File: config.mk
export PLATFORM = sky130hd
export DESIGN_NAME = if_stage_pc_ctrl
export DESIGN_NICKNAME = d
export VERILOG_FILES = /design/src/rtl/if_stage_pc_ctrl.sv
export SDC_FILE = /design/constraint.sdc
export NUM_CORES = 1
export LEC_CHECK = 0
export CORE_UTILIZATION = 47
export CTS_CLUSTER_SIZE = 40
export DETAILED_ROUTE_END_ITERATION = 8
export PLACE_DENSITY = 0.84
export SYNTH_ARGS = -nofsm -noshare
export SYNTH_HDL_FRONTEND = slang
export SYNTH_SLANG_ARGS = --single-unit
File: constraint.sdc
create_clock -name i_clk -period 4.8 [get_ports i_clk]
set_input_delay 0.72 -clock i_clk [delete_from_list [all_inputs] [get_ports i_clk]]
set_output_delay 0.72 -clock i_clk [all_outputs]
set_load 0.03 [all_outputs]
File: src/rtl/if_stage_pc_ctrl.sv
// rtl/if_stage_pc_ctrl.sv - IF stage: PC register, next-PC select, IF/ID register, perf counters
module if_stage_pc_ctrl #(
  parameter logic [31:0] RESET_PC  = 32'h0000_0000,
  parameter logic [31:0] NOP_INSTR = 32'h0000_0000,
  parameter int          CNT_W     = 16
) (
  input  logic             i_clk,
  input  logic             i_rst,
  input  logic             i_stall,
  input  logic             i_branch,
  input  logic [31:0]      i_branch_target,
  input  logic             i_jump,
  input  logic [31:0]      i_jump_target,
  input  logic             i_jr,
  input  logic [31:0]      i_jr_target,
  input  logic [31:0]      i_imem_instr,
  output logic [31:0]      o_pc,
  output logic [31:0]      o_ifid_instr,
  output logic [31:0]      o_ifid_pc_plus4,
  output logic             o_ifid_valid,
  output logic [CNT_W-1:0] o_redirect_cnt,
  output logic [CNT_W-1:0] o_stall_cnt
);

  typedef enum logic {BOOT, RUN} state_t;

  localparam logic [CNT_W-1:0] CNT_MAX = '1;

  state_t      state;
  logic [31:0] pc_plus4;
  logic        redirect;
  logic [31:0] redirect_target;

  assign pc_plus4 = o_pc + 32'd4;

  // Branch beats jr beats jump; the selected target is always word aligned.
  always_comb begin
    redirect        = i_branch | i_jr | i_jump;
    redirect_target = i_jump_target;
    if (i_branch)
      redirect_target = i_branch_target;
    else if (i_jr)
      redirect_target = i_jr_target;
    redirect_target[1:0] = 2'b00;
  end

  always_ff @(posedge i_clk) begin
    if (i_rst) begin
      state           <= BOOT;
      o_pc            <= RESET_PC;
      o_ifid_instr    <= NOP_INSTR;
      o_ifid_pc_plus4 <= 32'd0;
      o_ifid_valid    <= 1'b0;
      o_redirect_cnt  <= '0;
      o_stall_cnt     <= '0;
    end else begin
      case (state)
        BOOT: begin
          state        <= RUN;
          o_ifid_instr <= NOP_INSTR;
          o_ifid_valid <= 1'b0;
        end
        RUN: begin
          // A stall freezes PC and IF/ID and swallows any concurrent redirect.
          if (i_stall) begin
            if (o_stall_cnt != CNT_MAX)
              o_stall_cnt <= o_stall_cnt + CNT_W'(1);
          end else if (redirect) begin
            o_pc            <= redirect_target;
            o_ifid_instr    <= NOP_INSTR;
            o_ifid_pc_plus4 <= pc_plus4;
            o_ifid_valid    <= 1'b0;
            if (o_redirect_cnt != CNT_MAX)
              o_redirect_cnt <= o_redirect_cnt + CNT_W'(1);
          end else begin
            o_pc            <= pc_plus4;
            o_ifid_instr    <= i_imem_instr;
            o_ifid_pc_plus4 <= pc_plus4;
            o_ifid_valid    <= 1'b1;
          end
        end
        default: state <= BOOT;
      endcase
    end
  end

endmodule

==> metrics.txt <==
status=finished clean; mapped cell area=6401 um2; CTS Buffer Depth=2; Pwr Total=between 2 and 3 mW; core area=13,240 um2; drt via density=about 5.8; asr flop ratio synth=0%; design area=9615 um2; drt initial violations=562; post-CTS sizing=0; maximum clock frequency=331.6 MHz; Clock Skew=0.007622 ns; post-cts hold buffer count=0; GP Congestion=a little under 0.9; Pleak=3.364 nW; initial core utilization=48.34%; area post-placement=between 8000 and 9000 um2; Clock Sinks=between 100 and 150; pre-CTS setup slack=between 1 and 1.5 ns; DIE AREA=~14,000 um2; commonest non-fill, non-tap cell in the layout=clkdlybuf4s50_1; startpoint types=input pin; Syn Inst Count=~800; combinational power share=between 10% and 20%; CP arrival=3.32 ns; Tightest Pin Transition=between 1 and 1.5 ns; endpoint class of the critical path=flip-flop; commonest non-fill, non-tap cells in the layout=250 x clkdlybuf4s50_1, 126 x dfxtp_1, 101 x nor2_1; XOR/XNOR Fraction of Synth Area=approximately 6.8%; first-pass GRT wire length=approximately 33,000 um; all-layer global routing usage=a little under 30%; Post-synth top flop=dfxtp_1; Unique masters post-synth=slightly above 60; VDD IR-drop max=0.0002244 V; Multi-input gate area=3600 um2; FP Rows=42; Hold Crit Class=flip-flop to flip-flop; Crit Path Category=input pin to flip-flop; via count=between 6,000 and 7,000; flip-flop and latch area=~2500 um2; Die Width=118.7 um; final hold violations=0; max incr delay on CP=~0.74 ns; Pint=about 2.2 mW; Rel. slew slack=25.29%; hold slack=0.4602 ns; Req. time, crit path=5.11 ns; final setup violating endpoints=0; layout filler cell count=roughly 1,100; syn avg cell area=about 8.2 um2; total gr overflow=0; Final nets=approximately 1,100; Final TNS setup=0 ns; Post-Route Utilization=about 73%; area grow syn2layout=50.21%; switching part of the total=around a quarter; # DRC=0; MaxCap Viol Count=0; Routed WL per cell=~17 um; Cell Pwr Density=~300 nW/um2; Ports=approximately 260; largest family of logic cells by synthesized area=compound AO/OA/AOI/OAI gates; min cycle time layout=a little over 3 ns; Buffers on Ports=approximately 250; placed insts=1,163; Simple-Gate Fraction of Synth Area=between 20 and 25%; Non-Filler Instances=around 1,200; sw power=between 0.7 and 0.8 mW; register area share after synthesis=roughly two fifths; latest clock arrival within the worst-skew pair=0.42 ns; CTS buffer count=17; CP Max Fanout=20; Die Y=~120 um; vias in the first global route=6,481; fin crit share=62.83%; PnR worst setup slack=1.784 ns; Setup Buffers After CTS=0; EDFF count, synth=0; RSZ-0062 raised after global routing=false; Reg clk slew, reported paths=about 0.06 ns; drt first pass iters=8; part of the power in registers=38.5%; Detail Route Antenna Nets=0; root cell of the clock tree=clkbuf_16; critical-path cell list=clkdlybuf4s50_1 > or3_1 > nand2_1 > nor3_1 > and3_1 > mux2_2; Synth Area in Adders=less than 1%; initial antenna violation count=0; CTS tree=done; post-synthesis mux area share=2.541%; H-tree levels=4; clock share of power=between 40% and 50%; largest net degree at the start of global routing=68; final slew viol count=0; #FFs+latches synth=around 130; post-synthesis compound-gate area fraction=a little under a quarter; Max stage delay cell, worst path=clkdlybuf4s50_1; yosys warns=0; post-DP HPWL=between 10,000 and 15,000 um; Ant. Diodes=0; layout cell share with drive strength beyond 1=between 6 and 7%; final wirelength=20,410 um
==> per-layer routing <==
| metal | vias to the layer above | routed length (um) | global-route usage (%) |
|---|---|---|---|
| met5 | - | 0 | 0 |
| met2 | 296 | 9745 | 48.14 |
| met3 | 49 | 1482 | 5.743 |
| met4 | 0 | 523 | 13.13 |
| li1 | 3321 | - | - |
| met1 | 3213 | 8652 | 37.06 |
==> flip-flops by register name (all words and copies together) (netlist names) <==
name,count
o_ifid_instr,32
o_ifid_pc_plus4,30
o_pc,30
o_redirect_cnt,16
o_stall_cnt,16
o_ifid_valid,1
state,1
==> power groups by stage <==
stage	sequential (mW)	combinational (mW)	clock [mW]
6_report	1.12	0.422	1.37
5_1_grt	1.13	0.452	1.42
4_1_cts	1.12	0.422	1.37
3_5_place_dp	1.14	0.419	0
3_3_place_gp	1.14	0.414	0
2_1_floorplan	1.19	0.154	0
==> final timing paths <==
| check | cells after the start | to | slack (ns) | startpoint |
|---|---|---|---|---|
| worst max-delay path | 6 | o_redirect_cnt[14] | 1.78 | i_jr |
| worst max register to register | 5 | o_redirect_cnt[14] | 2.35 | state |
| worst min register to register | 2 | o_ifid_pc_plus4[3] | 0.46 | o_ifid_pc_plus4[3] |
| worst min-delay path | 2 | o_ifid_pc_plus4[3] | 0.46 | o_ifid_pc_plus4[3] |
==> Yosys cell counts (2+ instances only) <==
cell | n | area (um2)
o31ai_1 | 3 | 22.52
o31a_1 | 2 | 17.52
nor3_1 | 21 | 105.1
a221oi_1 | 9 | 78.83
inv_1 | 9 | 33.78
a31oi_1 | 3 | 18.77
buf_1 | 5 | 18.77
nand3_1 | 23 | 115.1
a41oi_1 | 2 | 17.52
clkbuf_2 | 2 | 10.01
a32o_1 | 2 | 20.02
or3_1 | 6 | 37.54
o2bb2ai_1 | 2 | 17.52
nor2b_1 | 11 | 68.82
a2111oi_0 | 2 | 17.52
dfxtp_1 | 126 | 2522
o32a_1 | 2 | 20.02
nand4_1 | 19 | 118.9
o22ai_1 | 4 | 25.02
nand2_1 | 52 | 195.2
nor2_1 | 102 | 382.9
xor2_1 | 24 | 210.2
a211oi_1 | 18 | 135.1
nor4_1 | 8 | 50.05
nand4_4 | 2 | 42.54
buf_2 | 8 | 40.04
xnor2_1 | 26 | 227.7
and3_1 | 9 | 56.30
mux2i_1 | 14 | 140.1
buf_4 | 5 | 37.54
nand3b_1 | 2 | 15.01
a22oi_1 | 46 | 345.3
o211ai_1 | 8 | 60.06
o32ai_1 | 6 | 52.55
mux2_2 | 2 | 22.52
ha_1 | 3 | 37.54
or4_1 | 2 | 15.01
o21ai_0 | 57 | 285.3
and4_1 | 11 | 96.34
clkbuf_1 | 44 | 165.2
a21o_1 | 2 | 15.01
and2_1 | 7 | 43.79
a21oi_1 | 54 | 270.3
==> critical path: cells and delay by family <==
kind                   cells  cell delay [ns]
multiplexers               1             0.32
buffers and inverters      1             0.74
AND/OR/NAND/NOR            4             1.53
==> cells by family after synthesis <==
group	Yosys count
compound gates	230
simple gates	284
xor+xnor	50
mux	16
other cells	1
buf+inv	74
flops	126
fa+ha+maj	3
==> layout make-up <==
class                      count  share of cell area (%)
timing repair buffer         264                   27.09
sequential                   126                   26.23
tap                          176                   2.290
multi-input combinational    587                   37.44
inverter                      10                  0.3904
clock inverter                14                   1.991
clock buffer                  18                   4.567
Note: power is estimated with default switching activity, not from simulation.
